===== config.mk =====
export PLATFORM = sky130hd
export DESIGN_NAME = uart_tx_arb
export DESIGN_NICKNAME = d
export VERILOG_FILES = /design/src/rtl/uart_tx_arb.sv
export SDC_FILE = /design/constraint.sdc
export NUM_CORES = 1
export LEC_CHECK = 0
export ABC_AREA = 1
export BUFFER_PORTS_ARGS = -buffer_cell sky130_fd_sc_hd__buf_2
export CORE_MARGIN = 1
export CORE_UTILIZATION = 31
export CTS_CLUSTER_SIZE = 20
export DETAILED_ROUTE_END_ITERATION = 8
export GPL_ROUTABILITY_DRIVEN = 0
export SKIP_LAST_GASP = 1
export SYNTH_ARGS = -nofsm -noshare
export SYNTH_HDL_FRONTEND = slang
export SYNTH_SLANG_ARGS = --single-unit
export TNS_END_PERCENT = 50

===== constraint.sdc =====
create_clock -name clk -period 2.7 [get_ports clk]
set_clock_uncertainty 0.1 [all_clocks]
set_input_delay 0.135 -clock clk [delete_from_list [all_inputs] [get_ports clk]]
set_output_delay 0.135 -clock clk [all_outputs]
set_load 0.01 [all_outputs]

===== src/rtl/uart_tx_arb.sv =====
`default_nettype none
// uart_tx_arb: four-way round-robin arbiter feeding one UART formatter, with a
// start-strobe handshake and a watchdog on the formatter's busy response.
module uart_tx_arb #(
  parameter int DW     = 16,
  parameter int WD_MAX = 15
) (
  input  logic            clk,
  input  logic            rst,
  input  logic [3:0]      req_valid_i,
  input  logic [4*DW-1:0] req_data_i,
  output logic [3:0]      req_ready_o,
  output logic [DW-1:0]   tx_data_o,
  output logic [1:0]      tx_rg_o,
  output logic            tx_stb_o,
  input  logic            tx_busy_i,
  output logic            arb_busy_o,
  output logic [1:0]      last_grant_o,
  output logic            wd_err_o
);

  typedef enum logic [1:0] {
    IDLE       = 2'd0,
    ISSUE      = 2'd1,
    WAIT_START = 2'd2,
    WAIT_DONE  = 2'd3
  } state_t;

  localparam logic [3:0] WD_LIMIT = 4'(WD_MAX);

  state_t        state_q;
  logic [1:0]    last_grant_q;
  logic [1:0]    tx_rg_q;
  logic [DW-1:0] tx_data_q;
  logic [3:0]    wd_q;
  logic [3:0]    wd_d;
  logic          wd_err_q;

  logic          w_found;
  logic [1:0]    w_pick;
  logic [1:0]    w_cand;

  // Search starts one past the previous winner so a held request cannot starve.
  always_comb begin
    w_found = 1'b0;
    w_pick  = 2'd0;
    w_cand  = 2'd0;
    for (int k = 1; k <= 4; k++) begin
      w_cand = last_grant_q + 2'(k);
      if (!w_found && req_valid_i[w_cand]) begin
        w_found = 1'b1;
        w_pick  = w_cand;
      end
    end
  end

  assign wd_d = wd_q + 4'd1;

  // Handshake strobes are masked during reset so an aborted cycle transfers nothing.
  assign req_ready_o  = (state_q == IDLE && w_found && !rst) ? (4'b0001 << w_pick) : 4'b0000;
  assign tx_stb_o     = (state_q == ISSUE) && !tx_busy_i && !rst;
  assign arb_busy_o   = (state_q != IDLE);
  assign tx_data_o    = tx_data_q;
  assign tx_rg_o      = tx_rg_q;
  assign last_grant_o = last_grant_q;
  assign wd_err_o     = wd_err_q;

  always_ff @(posedge clk) begin
    if (rst) begin
      state_q      <= IDLE;
      last_grant_q <= 2'd3;
      tx_rg_q      <= 2'd0;
      tx_data_q    <= '0;
      wd_q         <= 4'd0;
      wd_err_q     <= 1'b0;
    end else begin
      wd_err_q <= 1'b0;
      case (state_q)
        IDLE: begin
          if (w_found) begin
            tx_data_q    <= req_data_i[w_pick*DW +: DW];
            tx_rg_q      <= w_pick;
            last_grant_q <= w_pick;
            state_q      <= ISSUE;
          end
        end
        ISSUE: begin
          wd_q <= 4'd0;
          if (!tx_busy_i) begin
            state_q <= WAIT_START;
          end
        end
        WAIT_START: begin
          if (tx_busy_i) begin
            wd_q    <= 4'd0;
            state_q <= WAIT_DONE;
          end else if (wd_d == WD_LIMIT) begin
            wd_q     <= 4'd0;
            wd_err_q <= 1'b1;
            state_q  <= IDLE;
          end else begin
            wd_q <= wd_d;
          end
        end
        WAIT_DONE: begin
          if (!tx_busy_i) begin
            state_q <= IDLE;
          end
        end
        default: state_q <= IDLE;
      endcase
    end
  end

endmodule
`default_nettype wire


==> Word level (Yosys, flattened, before mapping) <==
Cells that the tools add are included.
{ "word_totals": {"in_bits": 71, "out_inout_bits": 27, "regBits": 27, "word_cells": 70} }
{ "op_classes": {"shift": 2, "n_reduce_logical": 18, "order_cmp": 4, "n_bitwise": 1, "muxes": 27, "add_sub_neg": 4, "eq_ne": 8} }
{ "ops": {"columns": ["op", "count"], "rows": [
  ["variable part select 64 x 7 -> 16 bit", 1],
  ["2-to-1 mux 2 bit", 9],
  ["less-than comparator 2 x 3 -> 1 bit (second input constant)", 4],
  ["2-to-1 mux 4 bit", 3],
  ["2-to-1 mux 1 bit", 9],
  ["binary-select mux 1 bit (select 2 bit)", 4],
  ["case mux 2 bit (4 select lines)", 1],
  ["case mux 4 bit (2 select lines)", 1],
  ["logical AND 1 bit", 7],
  ["!= test 2 bit (second input constant)", 3],
  ["zero test 1 bit", 5],
  ["adder 2 bit (second input constant)", 2],
  ["adder 4 x 1 -> 4 bit (second input constant)", 1],
  ["equality test 2 bit (second input constant)", 2],
  ["equality test 4 bit (second input constant)", 1],
  ["AND reduction 4 bit", 1],
  ["nonzero test 2 bit", 2],
  ["<< shifter 1 x 2 -> 4 bit (first input constant)", 1],
  ["!= test 3 bit (second input constant)", 1],
  ["OR reduction 3 bit", 1],
  ["adder 2 x 1 -> 2 bit (second input constant)", 1],
  ["equality test 2 x 1 -> 1 bit (second input constant)", 1],
  ["zero test 2 bit", 1],
  ["AND reduction 2 bit", 1],
  ["NOT 1 bit", 1]
]} }

==> Depth between registers and ports, before layout <==
{ "depth": {"ltp_word": 16, "ltp_mapped": 15, "mapped_depth_nobuf": 14} }

==> Least setup slack after synthesis <==
No wires, ideal clock.
{ "synth_timing": {"path_type": "reg-to-output", "start": "register last_grant_q[1] (netlist: last_grant_o[1])", "end": "output req_ready_o[1]", "setup_slack_ns": 0.769, "path_buffers": 2, "stages_incl_launch_ff": 13, "t_required_ns": 2.465, "arrival_ns": 1.696, "path_cell_list": "dfxtp_1 > buf_2 > inv_2 > nand2_1 > nand2_2 > nand2_1 > nand2_2 > inv_1 > nand2_1 > nand2_1 > nand3_4 > buf_6 > nor3_1"} }
{ "synth_between": {"elab_chain_len": 16, "word_cells_on_any_way": 29, "classes_between": "add/sub: 3; shift: 1; mux: 17; reduce/logical: 8"} }
{ "synth_rtl": {"columns": ["element", "line_no", "rtl"], "rows": [
  ["start, declared", "32", "logic [1:0] last_grant_q;"],
  ["start signal, assigned", "83", "last_grant_q <= w_pick;"],
  ["adder 2 x 1 -> 2 bit", "49", "w_cand = last_grant_q + 2'(k);"],
  ["binary-select mux 1 bit (select 2 bit)", "50", "if (!w_found && req_valid_i[w_cand]) begin"],
  ["2-to-1 mux 1 bit (implied by the code)", "50", null],
  ["2-to-1 mux 1 bit", "50", null],
  ["zero test 1 bit", "50", null],
  ["logical AND 1 bit", "50", null],
  ["2-to-1 mux 1 bit", "50", null],
  ["zero test 1 bit", "50", null],
  ["logical AND 1 bit", "50", null],
  ["2-to-1 mux 1 bit", "50", null],
  ["zero test 1 bit", "50", null],
  ["logical AND 1 bit", "50", null],
  ["2-to-1 mux 1 bit", "50", null],
  ["logical AND 1 bit (2 in a row)", "60", "assign req_ready_o = (state_q == IDLE && w_found && !rst) ? (4'b0001 << w_pick) : 4'b0000;"],
  ["2-to-1 mux 4 bit *", "60", null],
  ["end, declared", "12", "output logic [3:0] req_ready_o,"]
]} }
Mark *: on every way between the ends. The rest lies on a longest branch, timed or not. The select of a mux whose other input is x is not followed.

==> Worst setup path after layout <==
Ends and elaborated chain as after synthesis.

==> results.sh <==
export IMPL_status="complete, no violations"
export IMPL_cp_arrival_ns=2.22
export IMPL_final_hold_violation_count=0
export IMPL_cts_sinks=27
export IMPL_synthToLayoutAreaGrowth_pct=27.61
export IMPL_cts_htree_levels=1
export IMPL_max_cap_viol_count=0
export IMPL_ys_top_cells_by_area="dfxtp_1 (27%), nand2_1 (14%), nand3_1 (14%)"
export IMPL_setup_violations=0
export IMPL_r2r_start="last_grant_o[1]$_SDFFE_PP1P_"
export IMPL_ant_nets=0
export IMPL_syn_num_nets=397
export IMPL_crit_path_end_kind="output port"
export IMPL_antenna_cells=0
export IMPL_coreArea_um2=6096
export IMPL_avgSynthCellArea_um2=6.307
export IMPL_seq_area_um2=541.8
export IMPL_holdCritPathClass="primary input to flip-flop"
export IMPL_first_pass_iters=4
export IMPL_critPathLaunch="last_grant_o[1]$_SDFFE_PP1P_"
export IMPL_rows=28
export IMPL_yosysSeqAreaShare_pct=26.87
export IMPL_worst_slew_pin_slew_ns=0.5251
export IMPL_cts_buffers=3
export IMPL_grt_pass1_wl_um=9177
export IMPL_clkTransAtPathRegs_ns=0.09
export IMPL_grt_use_total_pct=17.25
export IMPL_yosysWarningCount=0
export IMPL_max_freq_mhz=407.4
export IMPL_cts_root_buf="clkbuf_8"
export IMPL_fin_nets=484
export IMPL_path_cells="inv_2, nand2_1, nand2_2, nand2_1, nand2_2, inv_1, nand2_1, nand2_1, nand3_4, nor3_1, buf_2"
export IMPL_slowest_stage="dfxtp_1"
export IMPL_cp_num_buf_inv=3
export IMPL_cpMostUsedCell="nand2_1"
export IMPL_io_buffers=97
export IMPL_remaining_drc_errors=0
export IMPL_maxSlewViolCount=0
export IMPL_post_route_period_util_pct=90.92
export IMPL_syn_area_um2=2012
export IMPL_antenna_found_initial=0
export IMPL_cellPowerDensity_nw_per_um2=1366
export IMPL_slew_headroom_pct=64.94
export IMPL_rsz0062_at_grt="no"
export IMPL_via_per_inst=5.048
export IMPL_wl_per_cell_um=12.59
export IMPL_period_needed_ns=2.455
export IMPL_power_w=0.003508
export IMPL_cts_path_max_buffers=2
export IMPL_multi_input_area_um2=1275
export IMPL_synth_cell_types=28
export IMPL_drt_iter0_drc=117
export IMPL_critical_path_class="flip-flop to output port"
export IMPL_die_area_um2=6816
export IMPL_cp_top_family="simple AND/OR/NAND/NOR gates"
export IMPL_ys_seq_elements=27
export IMPL_io_pins=98
export IMPL_grt_met2_usage_pct=27.27
export IMPL_whs_ns=0.04184
export IMPL_crit_path_start_kind="flip-flop"
export IMPL_fill_cells=691
export IMPL_finalSetupTns_ns=0
export IMPL_post_cts_buffers=0
export IMPL_hpwlAfterDp_um=4577
export IMPL_synth_top_area_share_pct=26.87
export IMPL_hold_path_startpoint="rst"
export IMPL_syn_inst=319
export IMPL_cts_tree="done"
export IMPL_cpPeakStageDelay_ns=0.52
export IMPL_grt_pass1_vias=2033
export IMPL_totalWireLength_um=6044
export IMPL_gr_total_overflow=0
export IMPL_clock_latency_ns=0.27
export IMPL_final_layout_size_suffix_gt1_share_pct=29.88
export IMPL_worstPathMaxFanout=19
export IMPL_fp_dieW_um=82.56
export IMPL_grtUsageMet3_pct=2.198
export IMPL_synth_area_leader_cell="dfxtp_1"
export IMPL_top_usage_layer="met2"
export IMPL_leakage_nw=1.323
export IMPL_grtUsageMet1_pct=24.64
export IMPL_die_h_um=82.56
export IMPL_num_vias=2423
export IMPL_grt_start_max_net_pins=38
export IMPL_ir_worst_vdd_v=0.0005816
export IMPL_start_util_pct=33.00
export IMPL_critPathRequiredTime_ns=2.47
==> routing by layer <==
| metal | share of wire (%) | vias up |
|---|---|---|
| met5 | 0 | - |
| li1 | - | 1255 |
| met1 | 47 | 1070 |
| met3 | 7.4 | 4 |
| met2 | 45 | 94 |
| met4 | 0.69 | 0 |
==> cell usage after synthesis (all sizes together) <==
cell type and number:
a21oi 8, nand2 80, xnor2 1, clkbuf 5, nand3 58, dfxtp 27, inv 18, ha 7
or2 2, nand4 28, nor3 5, o21a 1, xor2 1, buf 16, o211ai 2, nor2 41
o21ai 19
==> area by class of cell <==
class                      instances  area share [%]
timing repair buffer             102           20.96
inverter                          18           2.827
clock buffer                       3           1.608
multi-input combinational        254           49.66
clock inverter                     1          0.1949
sequential                        27           21.10
tap                               75           3.655
==> final timing paths <==
check,cells after the start,slack [ns],to
worst max-delay path,11,0.25,req_ready_o[1]
worst min-delay path,2,0.04,tx_rg_o[1]$_SDFFE_PP0P_
worst max register to register,13,0.40,tx_data_o[15]$_SDFFE_PP0P_
worst min register to register,2,0.38,wd_q[3]$_SDFFE_PP0P_
==> cell families after synthesis <==
family	count (synthesis)	synth area share, %
flops	27	26.87
xor+xnor	2	0.8708
buf+inv	39	10.26
fa+ha+maj	7	4.353
compound gates	30	7.836
simple gates	214	49.81
==> metrics by stage <==
step           area [um^2]  instances  util [%]  worst slack [ns]
2_1_floorplan         2012        319         -            0.7686
5_1_grt               2567        480     42.12           0.03197
3_5_place_dp          2500        474     41.01            0.3560
3_3_place_gp          2500        474     41.01            0.4253
4_1_cts               2556        479     41.93            0.1293
6_report              2567        480     42.12            0.2453
==> registers in the layout, indices dropped and copies added (netlist names) <==
signal,flops
last_grant_o,2
tx_rg_o,2
state_q,2
tx_data_o,16
wd_err_o,1
wd_q,4
==> repair_timing <==
| action | 4_1_cts | 5_1_grt |
|---|---|---|
| resized for setup | 0 | 1 |
| setup endpoints to repair | 0 | 4 |
| hold buffers | 1 | 0 |
| endpoints found under the hold margin | 1 | 0 |
==> cell usage in the layout, fill, tap and decap left out, types with 2 or more instances in the layout <==
| cell type | instances |
|---|---|
| dfxtp_1 | 26 |
| o21ai_0 | 13 |
| nor3_1 | 5 |
| a21oi_1 | 8 |
| o21ai_1 | 6 |
| nor2_1 | 39 |
| nand4_1 | 28 |
| clkbuf_8 | 3 |
| nand2_1 | 76 |
| or2_2 | 2 |
| inv_1 | 14 |
| nand2_2 | 4 |
| o211ai_1 | 2 |
| ha_1 | 7 |
| inv_2 | 3 |
| buf_4 | 3 |
| nand3_1 | 56 |
| buf_2 | 97 |
| nand3_4 | 2 |
==> worst reg2reg max path: stages (launching register included) <==
cell	delay [ns]
dfxtp_1	0.52
inv_2	0.11
nand2_1	0.10
nand2_2	0.06
nand2_1	0.10
nand2_2	0.09
inv_1	0.10
nand2_1	0.08
nand2_1	0.17
nand3_2	0.34
nand3_1	0.17
nand3_1	0.09
nor2_1	0.13
nor2_1	0.05
==> report_power, final <==
group / switching (W) / total, W / internal [W]
sequential: 0.000108 / 0.000646 / 0.000538
combinational: 0.00177 / 0.00263 / 0.000868
clock: 0.000124 / 0.000227 / 0.000103
Note: power is estimated with default switching activity, not from simulation.
